**src/rtl/pipeline_hazard_controller.sv**
```systemverilog
// Stall/flush controller for the five-stage pipeline: RAW hazard detection,
// taken-branch bubbles and an SRAM-wait freeze FSM with timeout and stall counter.
module pipeline_hazard_controller #(
  parameter int FORWARD_EN   = 0,
  parameter int SRAM_TIMEOUT = 15,
  parameter int CNT_WIDTH    = 16
) (
  input  logic                 clk,
  input  logic                 rst,
  input  logic [3:0]           src1,
  input  logic [3:0]           src2,
  input  logic                 srcValid,
  input  logic                 twoSrc,
  input  logic [3:0]           exeDest,
  input  logic                 exeWbEn,
  input  logic                 exeMemRead,
  input  logic [3:0]           memDest,
  input  logic                 memWbEn,
  input  logic                 branchTaken,
  input  logic                 memReq,
  input  logic                 sramReady,
  output logic                 freezeIF,
  output logic                 flushIF2ID,
  output logic                 flushID2EXE,
  output logic                 stallPipe,
  output logic                 sramTimeout,
  output logic [CNT_WIDTH-1:0] stallCount
);

  localparam int WW = (SRAM_TIMEOUT < 1) ? 1 : $clog2(SRAM_TIMEOUT + 1);
  localparam logic [WW-1:0] TO_VAL = WW'(SRAM_TIMEOUT);

  typedef enum logic [1:0] {S_RUN, S_WAIT, S_TIMEOUT} state_t;

  state_t        state, state_nxt;
  logic [WW-1:0] waitCnt, wait_nxt;
  logic          exe_match, mem_match, hazard;

  always_ff @(posedge clk) begin
    if (rst) begin
      state       <= S_RUN;
      waitCnt     <= '0;
      sramTimeout <= 1'b0;
      stallCount  <= '0;
    end else begin
      state   <= state_nxt;
      waitCnt <= wait_nxt;
      if (state_nxt == S_TIMEOUT)
        sramTimeout <= 1'b1;
      if ((freezeIF || stallPipe) && (stallCount != '1))
        stallCount <= stallCount + CNT_WIDTH'(1);
    end
  end

  // Ready is checked before the timeout compare so a late ready still wins.
  always_comb begin
    state_nxt = state;
    wait_nxt  = waitCnt;
    stallPipe = 1'b0;
    case (state)
      S_RUN: begin
        if (memReq && !sramReady) begin
          stallPipe = 1'b1;
          state_nxt = S_WAIT;
          wait_nxt  = WW'(1);
        end
      end
      S_WAIT: begin
        if (sramReady) begin
          state_nxt = S_RUN;
          wait_nxt  = '0;
        end else begin
          stallPipe = 1'b1;
          if (waitCnt == TO_VAL)
            state_nxt = S_TIMEOUT;
          else
            wait_nxt = waitCnt + WW'(1);
        end
      end
      S_TIMEOUT: stallPipe = 1'b1;
      default:   state_nxt = S_RUN;
    endcase
  end

  always_comb begin
    exe_match = exeWbEn & ((srcValid & (src1 == exeDest)) | (twoSrc & (src2 == exeDest)));
    mem_match = memWbEn & ((srcValid & (src1 == memDest)) | (twoSrc & (src2 == memDest)));
    if (FORWARD_EN != 0)
      hazard = exeMemRead & exe_match;
    else
      hazard = exe_match | mem_match;
  end

  always_comb begin
    freezeIF    = 1'b0;
    flushIF2ID  = 1'b0;
    flushID2EXE = 1'b0;
    if (stallPipe) begin
      freezeIF = 1'b1;
    end else if (branchTaken) begin
      flushIF2ID  = 1'b1;
      flushID2EXE = 1'b1;
    end else if (hazard) begin
      freezeIF    = 1'b1;
      flushID2EXE = 1'b1;
    end
  end

endmodule

```
**config.mk**
```make
export PLATFORM = sky130hd
export DESIGN_NAME = pipeline_hazard_controller
export DESIGN_NICKNAME = d
export VERILOG_FILES = /design/src/rtl/pipeline_hazard_controller.sv
export SDC_FILE = /design/constraint.sdc
export NUM_CORES = 1
export LEC_CHECK = 0
export CORE_MARGIN = 10
export CORE_UTILIZATION = 42
export DETAILED_ROUTE_END_ITERATION = 10
export PLACE_DENSITY = 0.76
export SYNTH_ARGS = -nofsm -noshare
export SYNTH_HDL_FRONTEND = slang
export SYNTH_SLANG_ARGS = --single-unit
```
**constraint.sdc**
```tcl
create_clock -name clk -period 2.05 [get_ports clk]
set_input_delay 0.41 -clock clk [delete_from_list [all_inputs] [get_ports clk]]
set_output_delay 0.41 -clock clk [all_outputs]
set_load 0.01 [all_outputs]
```
### Word level (Yosys, flattened, before mapping)

Cells that the tools add are included.

* register bits: 23
* bits in latches: 0
* RAM bits: 0
* ROM bits: 0
* input port bits: 26
* output and inout bits: 21
* word-level logic and storage cells: 51
* memories: 0

* add/sub/neg operators: 2
* multipliers: 0
* div/mod/pow operators: 0
* magnitude comparators: 0
* equality and inequality tests: 11
* shift operators: 0
* multiplexer cells: 18
* bitwise operators: 9
* reduce and logical (&&, ||, !) cells: 7

Operators with widths (number)
* $add 16x1->16 const B: 1
* $eq 4x4->1: 4
* $ne 16x16->1 const B: 1
* $mux 4: 3
* $mux 1: 9
* $pmux 4 s2: 1
* $and 1x1->1: 6
* $mux 2: 3
* $pmux 2 s3: 1
* $add 4x1->4 const B: 1
* $eq 2x2->1 const B: 2
* $eq 4x4->1 const B: 1
* $ne 3x3->1 const B: 1
* $or 1x1->1: 3
* $pmux 1 s3: 1
* $reduce_and 3->1: 1
* $eq 2x1->1 const B: 1
* $logic_and 1x1->1: 2
* $logic_not 2->1: 1
* $ne 2x2->1 const B: 1
* $reduce_bool 2->1: 1
* $logic_not 1->1: 1
* $logic_or 1x1->1: 1

### Logic depth before layout (Yosys ltp)

* depth in word-level cells: 10
* depth in mapped cells: 8

### Least setup slack after synthesis

OpenSTA, ideal clock, no wires.

* path type: register to register
* from: reg stallCount[6]
* to: reg stallCount[13]
* library setup time: 0.123 ns
* arrival time: 1.922 ns
* required time: 1.927 ns
* slack: 0.005 ns
* stages on the path, launching flop included: 8
* path buffers: 1
* cell sequence: dfxtp_1 -> buf_4 -> and4_1 -> and3_4 -> nand2_2 -> or4b_1 -> o32ai_1 -> mux2_1

* longest elaborated chain between the ends: 2
* elaborated cells on any way between the ends: 3

RTL lines
* start, declared: line 27 `output logic [CNT_WIDTH-1:0] stallCount`
* start signal, assigned: line 51 `stallCount <= stallCount + CNT_WIDTH'(1);`
* branches (longest 2 deep; another with $add 16x1->16)

Several ways; the timed one is not identified.
A chain may end at the register's enable or synchronous reset.

### Worst setup path after layout

* from: reg stallCount[4]
* to: reg stallCount[13]

The elaborated chain is that of the path after synthesis.

==> flow_summary.rst <==
.. list-table::
   :header-rows: 1

   * - Metric
     - Value
   * - Area growth syn-to-layout
     - 56.1%
   * - Average size of a mapped cell
     - 8.31 sq um
   * - R2R Path Start
     - stallCount[4]
   * - Top-level I/O count
     - 47
   * - Number of port buffers
     - 45
   * - Global routing usage on met3
     - 3.12%
   * - Standard-cell rows
     - 21
   * - Wire length of the first global-routing pass
     - 7410 microns
   * - Share of synthesized area occupied by flip-flops and latches
     - 30.0%
   * - Layout Cells excl Fill
     - 310
   * - Worst max-slew margin expressed relative to the limit
     - 73.4%
   * - Post-detailed-route DRC marker count
     - 0
   * - Worst-path maximum fanout
     - 4
   * - Number of antenna violations at the first check in global routing
     - 0
   * - Largest vdd supply drop
     - 0.000252 V
   * - Final cycle utilization of the critical path
     - 97.1%
   * - Post-synthesis instance total
     - 185
   * - Data arrival time at the worst-slack endpoint
     - 2160 ps
   * - Routed via count
     - 1639
   * - Highest attainable clock frequency
     - 502 MHz
   * - Yosys reg bits
     - 23
   * - Combined area of all synthesized cells
     - 1540 sq um
   * - Placer Congestion
     - 0.851
   * - Startpoint type of the worst setup path
     - flop
   * - Post-layout min period
     - 1990 ps
   * - CTS tree
     - yes
   * - Min setup slack post-route
     - 59.3 ps
   * - Nets
     - 293
   * - Total detailed-routing wirelength
     - 4620 microns
   * - Slew at the pin closest to its max-slew limit
     - 390 ps
   * - Async S/R FF share, synth
     - 0%
   * - Area of all sequential standard cells
     - 463 sq um
   * - Number of synthesized flops with an enable pin
     - 0
   * - Residual antenna-violating net count after detailed routing
     - 0
   * - Total power of the final layout
     - 0.996 mW
   * - Top area cells in the synthesized netlist
     - sky130_fd_sc_hd__dfxtp_1 30%, sky130_fd_sc_hd__xor2_1 8.0%, sky130_fd_sc_hd__mux2_2 7.3%
   * - Fraction of synthesized cell area taken by the top area cell type
     - 30.0%
   * - Max Clock Skew
     - 1.53 ps
   * - Max-slew violations
     - 0
   * - Critical path endpoint category
     - flop
   * - Net count of the mapped netlist
     - 213
   * - Most used DFF post-synth
     - sky130_fd_sc_hd__dfxtp_1
   * - Number of violations of the max-capacitance limit
     - 0
   * - Area of the placeable core
     - 3440 sq um
   * - Root buf cell
     - sky130_fd_sc_hd__clkbuf_8
   * - WL per Instance
     - 14.9 microns
   * - Library cell occupying the most area in the post-synthesis netlist
     - sky130_fd_sc_hd__dfxtp_1
   * - Fraction of layout instances using a drive strength above 1
     - 37.5%
   * - Num CTS Buffers
     - 3
   * - Placed instance area
     - 2230 sq um
   * - Vias in the first global route
     - 1594
   * - CTS sink count
     - 23
   * - Overall die width
     - 80.5 microns
   * - Setup-failing EPs final
     - 0
   * - Violation count after the first detailed-route iteration
     - 106
   * - Starting utilization of the core area
     - 44.6%
   * - WS Path Type
     - reg -> reg
   * - Post-route standard cell area excluding fillers
     - 2400 sq um
   * - Global routing usage on met1
     - 17.7%
   * - Synth cell count leaders
     - 23 x sky130_fd_sc_hd__dfxtp_1, 16 x sky130_fd_sc_hd__nor2_1, 14 x sky130_fd_sc_hd__xor2_1
   * - Class of the tightest hold or removal check
     - reg -> reg
   * - Via density per instance
     - 5.29
   * - Total area of multi-input combinational cells
     - 1110 sq um
   * - Worst setup path startpoint
     - stallCount[4]
   * - Top-count cell post-synth
     - sky130_fd_sc_hd__dfxtp_1
   * - Overall overflow remaining after global route
     - 0
   * - Worst Setup Slack post-DPL
     - -779 ps
   * - P_leak
     - 0.993 nW
   * - Die Ht
     - 80.5 microns
   * - Outcome
     - complete, no violations
   * - Total global routing track utilization
     - 13.9%
   * - Buffer levels on the longest clock path
     - 2
   * - Max stage delay cell, worst path
     - sky130_fd_sc_hd__or4b_4
   * - CP max stage delay
     - 510 ps
   * - Chain of cells forming the critical path
     - and3_4 > and4_4 > nand2_2 > or4b_4 > o32ai_2 > mux2_1
   * - Final-report hold violation count
     - 0
   * - Met2 track demand over resource in global routing
     - 21.9%
   * - Detailed-routing iteration count for the pre-antenna-repair pass
     - 4
   * - Fillers
     - 289
   * - Count of antenna diodes in the layout
     - 0
   * - Full die area
     - 6480 sq um
   * - Setup repair after global routing missed its margin
     - true
   * - DP HPWL
     - 3400 microns
   * - Cell count after placement
     - 297
   * - Clock-pin slew of the registers on the worst-case setup and hold paths
     - 90 ps
   * - Hold path startpoint
     - sramTimeout
   * - H-tree depth
     - 1
   * - Req. time, crit path
     - 2220 ps
   * - Global-route layer with the greatest usage
     - met2
   * - Clock latency at the later pin of the worst-skew pair
     - 270 ps
   * - Count of warnings emitted by yosys
     - 0
   * - Largest net degree at the start of global routing
     - 16
   * - PD cells
     - 415 nW/um^2
   * - Cell variety after synth
     - 43
[area by class of cell]
cell class	instances	share of cell area, %
clock inverters	1	0.313
repair buffers	83	28.6
flip-flops and latches	23	19.3
inverters	8	1.25
well taps	46	2.40
multi-input cells	146	46.4
clock buffers	3	1.72
[worst max-delay path, delay by kind of cell, from the launching register on]
family	cells	cell delay, ps
AND/OR/NAND/NOR	4	1010
multiplexers	1	340
AO/OA/AOI/OAI	1	170
flip-flops	1	360
[state kept, by name, indices dropped and copies added (netlist names)]
| register | cells |
|---|---|
| stallCount | 16 |
| waitCnt | 4 |
| state | 2 |
| sramTimeout | 1 |
[worst paths after layout]
| path | cells past startpoint | to | slack (ps) |
|---|---|---|---|
| worst max-delay path | 6 | stallCount[13] | 60 |
| worst min-delay path | 1 | sramTimeout | 470 |
| worst max register to register | 6 | stallCount[13] | 60 |
| worst min register to register | 1 | sramTimeout | 470 |
[logic make-up (layout without fill, tap and decap cells)]
group,count (synthesis),after routing,synth area share (%)
AO/OA/AOI/OAI,29,29,13.7
XOR/XNOR,18,18,10.3
adder cells (fa/ha/maj),2,2,1.63
buffers and inverters,16,95,4.32
AND/OR/NAND/NOR,84,84,30.8
flip-flops,23,23,30.0
multiplexers,13,13,9.36
[timing repair]
item                                    CTS  global route
pin swaps                                14            16
gates cloned                              0             0
gates resized for setup                  65            37
hold buffers                              0             0
setup buffers                             9             0
endpoints found under the setup margin   19            20
[stage by stage]
stage	hold slack [ps]	setup TNS, ps	util (%)
finish	468	0	69.7
CTS	479	0	67.3
detailed placement	453	-9910	64.7
floorplan	463	0	-
global route	511	-87.4	69.7
global placement	440	-9660	64.7
[metal layers]
metal | vias up | wire length (microns)
met5 | - | 0
met4 | 0 | 79
met3 | 6 | 397
met2 | 73 | 2070
met1 | 732 | 2070
li1 | 828 | -
[power breakdown]
group | switching (mW) | total, mW | internal (mW)
logic | 0.105 | 0.231 | 0.126
clock network | 0.164 | 0.302 | 0.138
registers | 0.00992 | 0.464 | 0.454
[cell usage in the layout (no fill, tap or decap), types with 2 or more instances in the layout]
cell,netlist,routed
sky130_fd_sc_hd__buf_4,1,38
sky130_fd_sc_hd__a211oi_1,8,8
sky130_fd_sc_hd__nor3_2,1,5
sky130_fd_sc_hd__dfxtp_1,23,21
sky130_fd_sc_hd__or3_1,3,3
sky130_fd_sc_hd__and2_4,0,2
sky130_fd_sc_hd__clkdlybuf4s50_1,0,21
sky130_fd_sc_hd__nor2_1,16,15
sky130_fd_sc_hd__nand2_1,10,10
sky130_fd_sc_hd__nor2b_1,11,11
sky130_fd_sc_hd__xor2_1,14,9
sky130_fd_sc_hd__xnor2_1,4,3
sky130_fd_sc_hd__o221a_2,2,2
sky130_fd_sc_hd__a21oi_1,7,6
sky130_fd_sc_hd__nand3_1,8,8
sky130_fd_sc_hd__buf_2,2,8
sky130_fd_sc_hd__nor3_1,7,3
sky130_fd_sc_hd__dfxtp_2,0,2
sky130_fd_sc_hd__nand4_1,12,12
sky130_fd_sc_hd__and4_4,1,3
sky130_fd_sc_hd__buf_6,0,3
sky130_fd_sc_hd__dlygate4sd2_1,0,5
sky130_fd_sc_hd__inv_1,7,5
sky130_fd_sc_hd__mux2_2,10,10
sky130_fd_sc_hd__clkbuf_8,0,3
sky130_fd_sc_hd__mux2i_1,2,2
sky130_fd_sc_hd__nor3b_1,2,2
sky130_fd_sc_hd__xor2_2,0,5
sky130_fd_sc_hd__dlymetal6s2s_1,0,3
sky130_fd_sc_hd__nand2b_1,2,2
sky130_fd_sc_hd__clkbuf_2,0,4
sky130_fd_sc_hd__inv_2,0,2
sky130_fd_sc_hd__ha_1,2,2
sky130_fd_sc_hd__and3_4,2,2
(Power assumes the default switching activity.)
